`src/rtl/pipe_ctrl_pkg.sv`:
```
// Shared types and constants for the pipeline sequencing controller.
package pipe_ctrl_pkg;

    typedef enum logic [1:0] {
        RUN        = 2'd0,
        MUL_BUSY   = 2'd1,
        HALT_DRAIN = 2'd2,
        HALTED     = 2'd3
    } ctrl_state_t;

    localparam int PERF_W = 32;

endpackage

```
`src/rtl/pipe_ctrl_perf.sv`:
```
// Saturating cycle and stall counters for pipe_ctrl; only present when
// PIPE_CTRL_PERF_EN is defined.
module pipe_ctrl_perf
    import pipe_ctrl_pkg::*;
(
    input  logic              clk,
    input  logic              rst,
    input  logic              inc_cycle,
    input  logic              inc_stall,
    output logic [PERF_W-1:0] perf_cycles,
    output logic [PERF_W-1:0] perf_stalls
);

    localparam logic [PERF_W-1:0] ONE = 1;

    logic [PERF_W-1:0] cycles_q, cycles_d;
    logic [PERF_W-1:0] stalls_q, stalls_d;

    // Counters hold at all-ones instead of wrapping.
    always_comb begin
        cycles_d = cycles_q;
        stalls_d = stalls_q;
        if (inc_cycle && (cycles_q != '1)) begin
            cycles_d = cycles_q + ONE;
        end
        if (inc_stall && (stalls_q != '1)) begin
            stalls_d = stalls_q + ONE;
        end
    end

    always_ff @(posedge clk or negedge rst) begin
        if (!rst) begin
            cycles_q <= '0;
            stalls_q <= '0;
        end else begin
            cycles_q <= cycles_d;
            stalls_q <= stalls_d;
        end
    end

    assign perf_cycles = cycles_q;
    assign perf_stalls = stalls_q;

endmodule

```
`src/rtl/pipe_ctrl.sv`:
```
// Stage enable/bubble sequencing for the 5-stage core: hazard stalls, branch
// flush, multi-cycle multiply and halt-and-drain. PIPE_CTRL_PERF_EN adds counters.
module pipe_ctrl
    import pipe_ctrl_pkg::*;
#(
    parameter int MUL_LATENCY  = 4,
    parameter int DRAIN_CYCLES = 3
) (
    input  logic              clk,
    input  logic              rst,
    input  logic              id_valid_inst,
    input  logic              id_hazard,
    input  logic              id_illegal,
    input  logic              id_ebreak,
    input  logic              ex_take_branch,
    input  logic              ex_is_mul,
    output logic              pc_en,
    output logic              if_id_en,
    output logic              if_id_flush,
    output logic              id_ex_en,
    output logic              id_ex_bubble,
    output logic              ex_mem_bubble,
    output logic              halted,
    output logic              halt_err,
    output logic [PERF_W-1:0] perf_cycles,
    output logic [PERF_W-1:0] perf_stalls
);

    ctrl_state_t state_q, state_d;
    logic [3:0]  mul_cnt_q, mul_cnt_d;
    logic [2:0]  drain_cnt_q, drain_cnt_d;
    logic        halt_err_q, halt_err_d;
    logic        id_stop;
    logic        mul_release;

    assign id_stop     = id_valid_inst && (id_ebreak || id_illegal);
    assign mul_release = (state_q == MUL_BUSY) && (mul_cnt_q <= 4'd1);

    always_comb begin
        state_d       = state_q;
        mul_cnt_d     = mul_cnt_q;
        drain_cnt_d   = drain_cnt_q;
        halt_err_d    = halt_err_q;
        pc_en         = 1'b1;
        if_id_en      = 1'b1;
        if_id_flush   = 1'b0;
        id_ex_en      = 1'b1;
        id_ex_bubble  = 1'b0;
        ex_mem_bubble = 1'b0;
        halted        = 1'b0;

        case (state_q)
            RUN, MUL_BUSY: begin
                if (mul_release) begin
                    mul_cnt_d = '0;
                    state_d   = RUN;
                end
                if ((state_q == MUL_BUSY) && !mul_release) begin
                    pc_en         = 1'b0;
                    if_id_en      = 1'b0;
                    id_ex_en      = 1'b0;
                    ex_mem_bubble = 1'b1;
                    mul_cnt_d     = mul_cnt_q - 4'd1;
                end else if ((state_q == RUN) && ex_take_branch) begin
                    // ID holds a wrong-path instruction; its hazard/halt flags are moot.
                    if_id_flush  = 1'b1;
                    id_ex_bubble = 1'b1;
                end else if ((state_q == RUN) && ex_is_mul && (MUL_LATENCY > 1)) begin
                    pc_en         = 1'b0;
                    if_id_en      = 1'b0;
                    id_ex_en      = 1'b0;
                    ex_mem_bubble = 1'b1;
                    mul_cnt_d     = 4'(MUL_LATENCY - 1);
                    state_d       = MUL_BUSY;
                end else if (id_stop) begin
                    pc_en        = 1'b0;
                    if_id_en     = 1'b0;
                    id_ex_bubble = 1'b1;
                    drain_cnt_d  = 3'(DRAIN_CYCLES);
                    halt_err_d   = id_illegal;
                    state_d      = HALT_DRAIN;
                end else if (id_valid_inst && id_hazard) begin
                    pc_en        = 1'b0;
                    if_id_en     = 1'b0;
                    id_ex_bubble = 1'b1;
                end
            end
            HALT_DRAIN: begin
                pc_en        = 1'b0;
                if_id_en     = 1'b0;
                id_ex_bubble = 1'b1;
                drain_cnt_d  = drain_cnt_q - 3'd1;
                if (drain_cnt_q <= 3'd1) begin
                    state_d = HALTED;
                end
            end
            HALTED: begin
                pc_en         = 1'b0;
                if_id_en      = 1'b0;
                id_ex_en      = 1'b0;
                id_ex_bubble  = 1'b1;
                ex_mem_bubble = 1'b1;
                halted        = 1'b1;
            end
            default: begin
                state_d = RUN;
            end
        endcase
    end

    always_ff @(posedge clk or negedge rst) begin
        if (!rst) begin
            state_q     <= RUN;
            mul_cnt_q   <= '0;
            drain_cnt_q <= '0;
            halt_err_q  <= 1'b0;
        end else begin
            state_q     <= state_d;
            mul_cnt_q   <= mul_cnt_d;
            drain_cnt_q <= drain_cnt_d;
            halt_err_q  <= halt_err_d;
        end
    end

    assign halt_err = halt_err_q;

`ifdef PIPE_CTRL_PERF_EN
    pipe_ctrl_perf u_perf (
        .clk         (clk),
        .rst         (rst),
        .inc_cycle   (state_q != HALTED),
        .inc_stall   (!pc_en && ((state_q == RUN) || (state_q == MUL_BUSY))),
        .perf_cycles (perf_cycles),
        .perf_stalls (perf_stalls)
    );
`else
    assign perf_cycles = '0;
    assign perf_stalls = '0;
`endif

endmodule

```
`config.mk`:
```
export PLATFORM = sky130hd
export DESIGN_NAME = pipe_ctrl
export DESIGN_NICKNAME = d
export VERILOG_FILES = /design/src/rtl/pipe_ctrl_pkg.sv /design/src/rtl/pipe_ctrl_perf.sv /design/src/rtl/pipe_ctrl.sv
export SDC_FILE = /design/constraint.sdc
export NUM_CORES = 1
export LEC_CHECK = 0
export CORE_ASPECT_RATIO = 1.4
export CORE_UTILIZATION = 39
export DETAILED_ROUTE_END_ITERATION = 16
export GPL_TIMING_DRIVEN = 1
export PLACE_DENSITY_LB_ADDON = 0.25
export SYNTH_ARGS = -nofsm -noshare
export SYNTH_HDL_FRONTEND = slang
export SYNTH_SLANG_ARGS = --single-unit
export TNS_END_PERCENT = 1
```
`constraint.sdc`:
```
create_clock -name clk -period 4.9 [get_ports clk]
set_input_delay 0.98 -clock clk [delete_from_list [all_inputs] [get_ports clk]]
set_output_delay 0.98 -clock clk [all_outputs]
set_load 0.005 [all_outputs]
```
==> impl_results.md <==
- Hold worst-path end: halt_err$_DFFE_PN0P_
- Share of cells above drive strength 1: 8.750%
- Util after Layout: 41.07%
- Post-CTS Resized: 0
- Yosys warns: 0
- Power Total: 0.0005083 W
- N_diodes: 0
- Die Wd: 49.12 µm
- Mapped Area: 0.001212 mm²
- Peak supply drop: 179.5 µV
- Adder-cell share of the synthesized area: 4.128%
- Hold crit path type: reg2reg
- Top-count cell post-synth: buf_4
- FF-to-FF Start: mul_cnt_q[0]$_DFFE_PN0P_
- Post-synth top area share: 40.87%
- Worst slew margin: 66.45%
- Global-route wire length before repair: 2.863 mm
- Register clock-pin slew on the reported worst setup and hold paths: 0.04 ns
- # DRC: 0
- CP Class: in2out
- Max-Cap Viols: 0
- Final min period: 3.935 ns
- Syn_area_per_cell: 8.361 µm²
- FMAX: 0.2541 GHz
- R2R cell count: 6
- Number of global-route vias before repair: 688
- Max Clock Skew: 0.001479 ns
- DR vias/cell: 4.041
- Slew at the pin with the worst max-slew slack: 0.4980 ns
- Leading area contributor after synthesis: buf_4
- Critical-path maximum fanout: 6
- Initial antenna violation count: 0
- Core ar.: 0.002907 mm²
- Root Buffer: clkbuf_8
- Synth Area in Simple Gates: 13.42%
- Die Y: 67.97 µm
- Clock net sink count: 10
- Startpoint types: input pin
- Register area share after synthesis: 20.64%
- Synth Area in XOR/XNOR: 0%
- Buffers on Ports: 15
- DRT antenna net count: 0
- Post-synthesis compound-gate area fraction: 15.79%
- Syn-to-layout area delta: -1.548%
- Max Slew Vio Count: 0
- Fin. Hold Viols: 0
- Rows: 23
- Non-filler cells, final: 197
- CP Capture Type: primary output
- RSZ-0062 raised after global routing: false
- P_leak: 0.5940 nW
- Seq cells post-synth: 10
- WL/cell: 9.152 µm
- Main area contributors after synthesis: buf_4 41%, dfrtp_1 21%, ha_1 4.1%
- Via count: 796
- Post-Route WL: 1.803 mm
- TritonCTS Buffers: 3
- Largest net degree at the start of global routing: 15
- Tot GR Track Use: 11.26%
- Initial Util: 41.71%
- Synth cell types: 38
- CTS Buffer Depth: 2
- Final period utilization: 80.31%
- # Post-CTS Setup Buffers: 0
- Synth Flop Type: dfrtp_1
- Fin nets: 173
- Clock Latency Late Sink: 0.23 ns
- Final setup violating endpoints: 0
- Synth top cells by count: 66 x buf_4, 10 x dfrtp_1, 9 x nor2_1
- TNS Setup: 0 ns
- EDFF count, synth: 0
- Hold_sp: halt_err$_DFFE_PN0P_
- Final worst slack: 0.9650 ns
- Cell count after synthesis: 145
- Post-DP HPWL: 1.508 mm
- Status: completed
- Critical register-to-register path endpoint: halt_err$_DFFE_PN0P_
- Async SR Flop Fraction: 100.0%
- Min-Delay Path Depth: 1
- IO Pins: 80
- Post-synthesis mux area share: 1.754%
- Worst path required time: 3.92 ns
- Hold_buf cts: 0
- DRT iter0 DRCs: 5
- Die area: 0.003339 mm²
- Place WS: 0.9582 ns
- Placed instance count: 193
- GPL Wtd Cong: 0.7851
- DR pass1 iterations: 2
- Main combinational cell family by area after synthesis: buffers and inverters
- Worst Path Arrival: 2.95 ns
- CTS tree: built
- GRT Residual Overflow: 0
- Pwr per Cell Area: 425.9 mW/mm²
- Flop2flop setup slack: 3.18 ns
- H-tree levels: 1
[worst max-delay path by stage]
stage                         startpoint            end  slack (ns)  cells after the start
after CTS                 ex_take_branch  ex_mem_bubble        0.95                      5
after detailed placement  ex_take_branch  ex_mem_bubble        0.96                      5
after floorplan               id_illegal          pc_en        1.99                      4
after global placement         ex_is_mul  ex_mem_bubble        1.03                      6
final                     ex_take_branch  ex_mem_bubble        0.97                      5
after global routing      ex_take_branch  ex_mem_bubble        0.88                      5
[kinds of logic after synthesis]
logic type	after synthesis
buffers and inverters	74
AO/OA/AOI/OAI	27
AND/OR/NAND/NOR	27
flip-flops	10
adder cells (fa/ha/maj)	4
multiplexers	2
other	1
[cells in the final DEF, fill, tap and decap left out, types with 2 or more instances in the layout]
cell and count:
conb_1 64, clkdlybuf4s50_1 15, dfrtp_1 10, nor2_1 9, a21oi_1 7, inv_1 6, or2_2 4, ha_1 4
clkbuf_8 4, o21ai_0 3, or3_4 2, o21bai_1 2, nand3_1 2, a22oi_1 2, a21o_1 2, o22a_1 2
[metrics by stage]
step	instance area (µm²)	hold slack [ns]
floorplan	1449	0.4969
global placement	1139	0.4892
detailed placement	1139	0.4945
CTS	1194	0.5043
global route	1194	0.5338
finish	1194	0.4985
[registers in the layout, indices dropped and copies added (netlist names)]
name and count:
halt_err 1, drain_cnt_q 3, mul_cnt_q 4, state_q 2
[worst max-delay path, stage by stage]
cell and delay [ns]:
clkdlybuf4s50_1 0.50, or3_4 0.43, a21oi_1 0.38, or2_2 0.18
clkdlybuf4s50_1 0.48
[power breakdown]
part | total (W) | internal, W | leakage [nW] | switching (W)
Sequential | 0.000158 | 0.000119 | 0.115 | 0.0000389
Clock | 0.0000988 | 0.0000703 | 0.0288 | 0.0000285
Combinational | 0.000252 | 0.000122 | 0.450 | 0.000129
Total | 0.000508 | 0.000311 | 0.594 | 0.000197
[final cells by class]
type / count / area, µm²
multi-input combinational: 124 / 665.6
fill: 308 / 1713
tap: 37 / 46.29
sequential: 10 / 250.2
timing repair buffer: 15 / 150.1
clock buffer: 4 / 55.05
inverter: 7 / 26.28
[routing by layer]
metal,GRT usage (%),vias up,part of all wire (%)
met4,9.559,0,1.4
met1,12.04,357,37
li1,-,385,-
met5,0,-,0
met3,1.111,2,6.7
met2,20.03,52,54
No activity file was read; power rests on OpenSTA's default activity.
